==> src/rtl/uart_pkg.sv <==
// Shared encodings for the UART transmit controller: FSM states, tx_out mux
// selects and parity-type codes.
package uart_pkg;

  typedef enum logic [2:0] {
    StIdle   = 3'd0,
    StStart  = 3'd1,
    StData   = 3'd2,
    StParity = 3'd3,
    StStop   = 3'd4
  } tx_state_e;

  typedef enum logic [1:0] {
    TxSelHigh   = 2'd0,
    TxSelLow    = 2'd1,
    TxSelData   = 2'd2,
    TxSelParity = 2'd3
  } tx_sel_e;

  localparam logic ParEven = 1'b0;
  localparam logic ParOdd  = 1'b1;

endpackage

==> src/rtl/uart_tx_ctrl_if.sv <==
// Request, serializer and line signals of the UART transmit controller.
// master: request source + serializer side; slave: the controller.
interface uart_tx_ctrl_if #(
  parameter int unsigned DATA_WIDTH = 8
) ();

  logic                  data_valid;
  logic [DATA_WIDTH-1:0] p_data;
  logic                  par_en;
  logic                  par_typ;
  logic                  s_data;
  logic                  ser_done;
  logic                  ser_en;
  logic                  tx_out;
  logic                  busy;

  modport master (
    output data_valid, p_data, par_en, par_typ, s_data, ser_done,
    input  ser_en, tx_out, busy
  );

  modport slave (
    input  data_valid, p_data, par_en, par_typ, s_data, ser_done,
    output ser_en, tx_out, busy
  );

endinterface

==> src/rtl/parity_calc.sv <==
// Registered parity bit, captured from the request data when a frame is
// accepted so later p_data changes cannot disturb the frame in flight.
module parity_calc
  import uart_pkg::*;
#(
  parameter int unsigned DATA_WIDTH = 8
) (
  input  logic                  clk,
  input  logic                  rst,
  input  logic                  load_i,
  input  logic [DATA_WIDTH-1:0] data_i,
  input  logic                  par_typ_i,
  output logic                  parity_o
);

  logic parity_d;
  logic parity_q;

  // Even parity is the XOR of the data bits, odd parity its complement.
  always_comb begin
    parity_d = parity_q;
    if (load_i) begin
      parity_d = (^data_i) ^ (par_typ_i == ParOdd);
    end
  end

  // Parity register, cleared by reset.
  always_ff @(posedge clk or posedge rst) begin
    if (rst) begin
      parity_q <= 1'b0;
    end else begin
      parity_q <= parity_d;
    end
  end

  assign parity_o = parity_q;

endmodule

==> src/rtl/uart_tx_ctrl.sv <==
// UART transmit controller: frames data from an external serializer with a
// start bit, optional parity bit and STOP_BITS stop bits. Back-to-back frames
// are accepted in the last stop cycle with no idle gap.
module uart_tx_ctrl
  import uart_pkg::*;
#(
  parameter int unsigned DATA_WIDTH = 8,
  parameter int unsigned STOP_BITS  = 1
) (
  input logic           clk,
  input logic           rst,
  uart_tx_ctrl_if.slave bus
);

  localparam logic StopLastCnt = 1'(STOP_BITS - 1);

  tx_state_e state_q, state_d;
  logic      par_en_q;
  logic      stop_cnt_q, stop_cnt_d;
  logic      stop_last;
  logic      accept;
  logic      parity;
  tx_sel_e   tx_sel;
  logic      ser_en;
  logic      busy;
  logic      tx_out;

  assign stop_last = (state_q == StStop) && (stop_cnt_q == StopLastCnt);
  assign accept    = bus.data_valid && ((state_q == StIdle) || stop_last);

  parity_calc #(
    .DATA_WIDTH(DATA_WIDTH)
  ) u_parity (
    .clk       (clk),
    .rst       (rst),
    .load_i    (accept),
    .data_i    (bus.p_data),
    .par_typ_i (bus.par_typ),
    .parity_o  (parity)
  );

  // Next-state, stop counter and Moore output decode.
  always_comb begin
    state_d    = state_q;
    stop_cnt_d = 1'b0;
    tx_sel     = TxSelHigh;
    ser_en     = 1'b0;
    busy       = 1'b1;
    unique case (state_q)
      StIdle: begin
        busy = 1'b0;
        if (accept) state_d = StStart;
      end
      StStart: begin
        tx_sel  = TxSelLow;
        ser_en  = 1'b1;
        state_d = StData;
      end
      StData: begin
        tx_sel = TxSelData;
        ser_en = 1'b1;
        if (bus.ser_done) state_d = par_en_q ? StParity : StStop;
      end
      StParity: begin
        tx_sel  = TxSelParity;
        state_d = StStop;
      end
      StStop: begin
        // Counter stays zero outside STOP, so every STOP entry starts at 0.
        stop_cnt_d = stop_last ? 1'b0 : stop_cnt_q + 1'b1;
        if (stop_last) state_d = accept ? StStart : StIdle;
      end
      default: begin
        busy    = 1'b0;
        state_d = StIdle;
      end
    endcase
  end

  // Line mux: pure select of constant levels, serial bit and parity register.
  always_comb begin
    tx_out = 1'b1;
    unique case (tx_sel)
      TxSelHigh:   tx_out = 1'b1;
      TxSelLow:    tx_out = 1'b0;
      TxSelData:   tx_out = bus.s_data;
      TxSelParity: tx_out = parity;
      default:     tx_out = 1'b1;
    endcase
  end

  // State, stop counter and latched parity enable.
  always_ff @(posedge clk or posedge rst) begin
    if (rst) begin
      state_q    <= StIdle;
      stop_cnt_q <= 1'b0;
      par_en_q   <= 1'b0;
    end else begin
      state_q    <= state_d;
      stop_cnt_q <= stop_cnt_d;
      if (accept) par_en_q <= bus.par_en;
    end
  end

  assign bus.ser_en = ser_en;
  assign bus.busy   = busy;
  assign bus.tx_out = tx_out;

endmodule
==> src/flat_wrapper.sv <==
// flat-port wrapper written by rule: the top's interface ports become plain ports
module uart_tx_ctrl_flat import uart_pkg::*;
#(
  parameter int unsigned DATA_WIDTH = 8,
  parameter int unsigned STOP_BITS  = 1
)
  (clk, rst, bus_data_valid, bus_p_data, bus_par_en, bus_par_typ, bus_s_data, bus_ser_done, bus_ser_en, bus_tx_out, bus_busy);
  uart_tx_ctrl_if #(.DATA_WIDTH(DATA_WIDTH)) bus_i ();
  input logic clk;
  input logic rst;
  input wire logic [$bits(bus_i.data_valid)-1:0] bus_data_valid;
  input wire logic [$bits(bus_i.p_data)-1:0] bus_p_data;
  input wire logic [$bits(bus_i.par_en)-1:0] bus_par_en;
  input wire logic [$bits(bus_i.par_typ)-1:0] bus_par_typ;
  input wire logic [$bits(bus_i.s_data)-1:0] bus_s_data;
  input wire logic [$bits(bus_i.ser_done)-1:0] bus_ser_done;
  output wire logic [$bits(bus_i.ser_en)-1:0] bus_ser_en;
  output wire logic [$bits(bus_i.tx_out)-1:0] bus_tx_out;
  output wire logic [$bits(bus_i.busy)-1:0] bus_busy;
  assign bus_i.data_valid = bus_data_valid;
  assign bus_i.p_data = bus_p_data;
  assign bus_i.par_en = bus_par_en;
  assign bus_i.par_typ = bus_par_typ;
  assign bus_i.s_data = bus_s_data;
  assign bus_i.ser_done = bus_ser_done;
  assign bus_ser_en = bus_i.ser_en;
  assign bus_tx_out = bus_i.tx_out;
  assign bus_busy = bus_i.busy;
  uart_tx_ctrl #(.DATA_WIDTH(DATA_WIDTH), .STOP_BITS(STOP_BITS)) u_core (.clk(clk), .rst(rst), .bus(bus_i));
endmodule
==> config.mk <==
export PLATFORM = sky130hd
export DESIGN_NAME = uart_tx_ctrl_flat
export DESIGN_NICKNAME = d
export VERILOG_FILES = /design/src/rtl/uart_pkg.sv /design/src/rtl/uart_tx_ctrl_if.sv /design/src/rtl/parity_calc.sv /design/src/rtl/uart_tx_ctrl.sv /design/src/flat_wrapper.sv
export SDC_FILE = /design/constraint.sdc
export NUM_CORES = 1
export LEC_CHECK = 0
export CORE_AREA = 2 2 39 41
export DETAILED_ROUTE_END_ITERATION = 8
export DIE_AREA = 0 0 41 43
export PLACE_DENSITY_LB_ADDON = 0.3
export SETUP_SLACK_MARGIN = 0.4
export SYNTH_ARGS = -nofsm -noshare
export SYNTH_HDL_FRONTEND = slang
export SYNTH_HIERARCHICAL = 1
export SYNTH_SLANG_ARGS = --single-unit
export TNS_END_PERCENT = 20
==> constraint.sdc <==
create_clock -name clk -period 1.5 [get_ports clk]
set_clock_uncertainty 0.1 [all_clocks]
set_input_delay 0.3 -clock clk [delete_from_list [all_inputs] [get_ports clk]]
set_output_delay 0.3 -clock clk [all_outputs]
set_load 0.05 [all_outputs]
==> metrics.txt <==
# TYPE chip_impl_metric gauge
chip_impl_metric{name="cts-root-to-sink-buffers",unit=""} 2
chip_impl_info{name="failed_checks",value="setup timing"} 1
chip_impl_metric{name="io-pin-count",unit=""} 18
chip_impl_metric{name="worst-endpoint-required",unit="ps"} 1100
chip_impl_metric{name="cts_made_buffers",unit=""} 3
chip_impl_metric{name="setup_viol",unit=""} 3
chip_impl_info{name="outcome",value="complete, but fails checks"} 1
chip_impl_metric{name="synth_top_cell_area_share",unit="%"} 32.79
chip_impl_metric{name="critical_path_buf_inv_count",unit=""} 1
chip_impl_metric{name="vias_in_the_first_global_route",unit=""} 369
chip_impl_info{name="timing.critical_path.from_type",value="flop"} 1
chip_impl_metric{name="final-max-slew-violation-count",unit=""} 0
chip_impl_metric{name="routedWlPerCell",unit="µm"} 10.45
chip_impl_metric{name="final_hold_viol_count",unit=""} 0
chip_impl_metric{name="dp_hpwl",unit="µm"} 715.9
chip_impl_metric{name="total_power",unit="mW"} 1.621
chip_impl_info{name="standard_cell_with_the_maximum_stage_delay_on_the_critical_path",value="sky130_fd_sc_hd__dfrtp_1"} 1
chip_impl_metric{name="final_design_area_no_fill",unit="µm²"} 743.2
chip_impl_metric{name="initial_drt_pass_iterations",unit=""} 4
chip_impl_metric{name="postSynthAreaPerCell",unit="µm²"} 10.41
chip_impl_metric{name="max_freq",unit="MHz"} 604.2
chip_impl_info{name="critical-path-top-delay-family",value="flip-flops"} 1
chip_impl_metric{name="overflow",unit=""} 0
chip_impl_info{name="synth_area_leader_cell",value="sky130_fd_sc_hd__dfrtp_1"} 1
chip_impl_metric{name="numPlacedInstances",unit=""} 79
chip_impl_metric{name="io_buffer_count",unit=""} 17
chip_impl_metric{name="core_area",unit="mm²"} 0.001384
chip_impl_metric{name="timing.final.ws_setup",unit="ps"} -155.2
chip_impl_metric{name="detailedRoute.firstIterationViolations",unit=""} 10
chip_impl_metric{name="chipHeight",unit="µm"} 43
chip_impl_metric{name="grt_max_degree",unit=""} 9
chip_impl_info{name="ys_top_cells_by_count",value="sky130_fd_sc_hd__dfrtp_1, sky130_fd_sc_hd__inv_1, sky130_fd_sc_hd__xnor2_1"} 1
chip_impl_metric{name="synthesis.nets",unit=""} 59
chip_impl_info{name="grt_setup_unrepaired",value="true"} 1
chip_impl_metric{name="wire_length_of_the_first_global_routing_pass",unit="µm"} 1476
chip_impl_metric{name="syn-cell-area",unit="µm²"} 457.9
chip_impl_info{name="min_path_type",value="in -> async"} 1
chip_impl_metric{name="drt-vias-per-instance",unit=""} 4.341
chip_impl_info{name="cts.root.buffer_cell",value="sky130_fd_sc_hd__clkbuf_4"} 1
chip_impl_metric{name="final_layout_size_suffix_gt1_share",unit="%"} 40.91
chip_impl_metric{name="placedInstanceArea",unit="µm²"} 719.4
chip_impl_metric{name="cts.sinks",unit=""} 6
chip_impl_metric{name="ys_seq_elements",unit=""} 6
chip_impl_metric{name="power.ir.vdd_worst",unit="V"} 0.0009463
chip_impl_metric{name="period_needed",unit="ps"} 1655
chip_impl_metric{name="net_count_final",unit=""} 83
chip_impl_metric{name="power_per_cell_area",unit="mW/mm²"} 2181
chip_impl_info{name="synth_area_leaders",value="sky130_fd_sc_hd__dfrtp_1, sky130_fd_sc_hd__xnor2_1, sky130_fd_sc_hd__xnor2_2"} 1
chip_impl_metric{name="ys_seq_area_share",unit="%"} 32.79
chip_impl_info{name="post-synth-top-count-cell",value="sky130_fd_sc_hd__dfrtp_1"} 1
chip_impl_metric{name="gp_congestion",unit=""} 0.7416
chip_impl_metric{name="placement_rows",unit=""} 14
chip_impl_metric{name="clkSlewWorstSetupHoldPaths",unit="ps"} 50
chip_impl_info{name="dominantRegCellSynth",value="sky130_fd_sc_hd__dfrtp_1"} 1
chip_impl_metric{name="yosysUniqueCellTypes",unit=""} 24
chip_impl_metric{name="layout_worst_path_cycle_share",unit="%"} 110.3
chip_impl_metric{name="wl_final",unit="µm"} 857
chip_impl_info{name="crit_chain",value="nand2b_4, a2bb2oi_1, or2_4, buf_12"} 1
chip_impl_metric{name="max-cap-violations",unit=""} 0
chip_impl_metric{name="antenna_violation_net_count_after_detailed_routing",unit=""} 0
chip_impl_metric{name="synth_enable_flop_cells",unit=""} 0
chip_impl_metric{name="clk_latency",unit="ps"} 240
chip_impl_metric{name="num_antenna_cells",unit=""} 0
chip_impl_metric{name="worst_ep_arrival_time",unit="ps"} 1260
chip_impl_metric{name="util_after_layout",unit="%"} 53.71
chip_impl_metric{name="p_leak",unit="nW"} 0.3429
chip_impl_metric{name="fin_tns_setup",unit="ps"} -404.5
chip_impl_metric{name="drc_viols",unit=""} 0
chip_impl_metric{name="cts_hold_buf",unit=""} 0
chip_impl_metric{name="post_synth_inst_count",unit=""} 44
chip_impl_metric{name="grt_antenna_before_repair",unit=""} 0
chip_impl_metric{name="die-area",unit="mm²"} 0.001763
chip_impl_metric{name="ctsHtreeMaxLevel",unit=""} 1
chip_impl_metric{name="vias",unit=""} 356
chip_impl_metric{name="synth.yosys.warnings",unit=""} 6
chip_impl_info{name="path_class",value="reg -> out"} 1
chip_impl_metric{name="final_cell_count_without_fillers",unit=""} 82
chip_impl_metric{name="grt.total_usage",unit="%"} 12.69
chip_impl_metric{name="initial_core_util",unit="%"} 33.09
chip_impl_info{name="crit_path_end_kind",value="output pin"} 1
chip_impl_metric{name="critical-path-max-stage-delay",unit="ps"} 370
chip_impl_info{name="cts_tree",value="yes"} 1
chip_impl_metric{name="critical_path_peak_fanout",unit=""} 2
chip_impl_metric{name="asyncSetResetFlopFracSynth",unit="%"} 100.0
chip_impl_metric{name="die_width",unit="µm"} 41
chip_impl_metric{name="syn2layout_area_growth",unit="%"} 62.30
[layer usage]
metal / GRT usage [%] / share of wire (%)
met1: 16.33 / 47
met2: 17.19 / 47
met3: 4.712 / 4.7
met4: 8.000 / 0.70
met5: 0 / 0
[repair_timing]
| item | in CTS | in global routing |
|---|---|---|
| setup buffers | 0 | 0 |
| endpoints found under the setup margin | 8 | 8 |
| cloned | 0 | 0 |
| gates resized for setup | 13 | 0 |
| pin swaps | 6 | 0 |
[layout make-up]
cell class	instances	area (µm²)
clock buffers	3	22.52
fillers	120	640.6
inverters	4	15.01
multi-input cells	32	315.3
flip-flops and latches	6	151.4
well taps	16	20.02
repair buffers	21	219.0
[worst register-to-register path: cells and delay by family, from the launching register on]
family / cells / cell delay [ps]
buffers and inverters: 1 / 160
DFF: 1 / 370
muxes: 1 / 300
and+or+nand+nor: 2 / 380
[worst paths after layout]
path	start	to	slack, ps	cells after the start
worst max-delay path	u_core/state_q[0]$_DFFE_PP0P_	bus_tx_out	-160	4
worst min-delay path	rst	u_core/u_parity/parity_o$_DFFE_PP0P_	120	2
worst max register to register	u_core/state_q[0]$_DFFE_PP0P_	u_core/par_en_q$_DFFE_PP0P_	70	4
worst min register to register	u_core/u_parity/parity_o$_DFFE_PP0P_	u_core/u_parity/parity_o$_DFFE_PP0P_	420	1
max in group asynchronous	rst	u_core/state_q[1]$_DFFE_PP0P_	930	2
min in group clk	u_core/u_parity/parity_o$_DFFE_PP0P_	u_core/u_parity/parity_o$_DFFE_PP0P_	420	1
[power breakdown]
part / internal [mW] / switching [mW]
clock network: 0.0901 / 0.0531
logic: 0.634 / 0.522
registers: 0.232 / 0.0892
[cells in the final DEF (no fill, tap or decap), types with 2 or more instances in the layout]
master                            n
sky130_fd_sc_hd__dfrtp_1          5
sky130_fd_sc_hd__dlygate4sd2_1    5
sky130_fd_sc_hd__xnor2_1          2
sky130_fd_sc_hd__a2bb2oi_1        2
sky130_fd_sc_hd__xnor2_2          4
sky130_fd_sc_hd__nand2_1          3
sky130_fd_sc_hd__clkdlybuf4s50_1  7
sky130_fd_sc_hd__buf_4            4
sky130_fd_sc_hd__clkbuf_4         3
sky130_fd_sc_hd__buf_12           3
sky130_fd_sc_hd__inv_1            4
sky130_fd_sc_hd__mux2_4           2
[sequential cells by signal (all words and copies together), names as in the netlist]
name and flops:
u_core/stop_cnt_q 1, u_core/state_q 3, u_core/u_parity/parity_o 1, u_core/par_en_q 1
[per-stage QoR]
stage	hold WS, ps	setup WS [ps]
floorplan	-71.29	70.70
global placement	387.0	-429.3
detailed placement	377.9	-466.5
CTS	112.6	-169.2
global route	127.2	-190.5
finish	123.1	-155.2
[logic make-up (layout without fill, tap and decap cells)]
kind of cell / Yosys count / count (layout) / synth area share (%)
buf+inv: 6 / 28 / 8.195
other cells: 1 / 1 / 0.8189
xor+xnor: 8 / 8 / 21.58
flops: 6 / 6 / 32.79
simple gates: 12 / 12 / 15.85
mux: 3 / 3 / 9.016
compound gates: 8 / 8 / 11.75
Note: power is estimated with default switching activity, not from simulation.
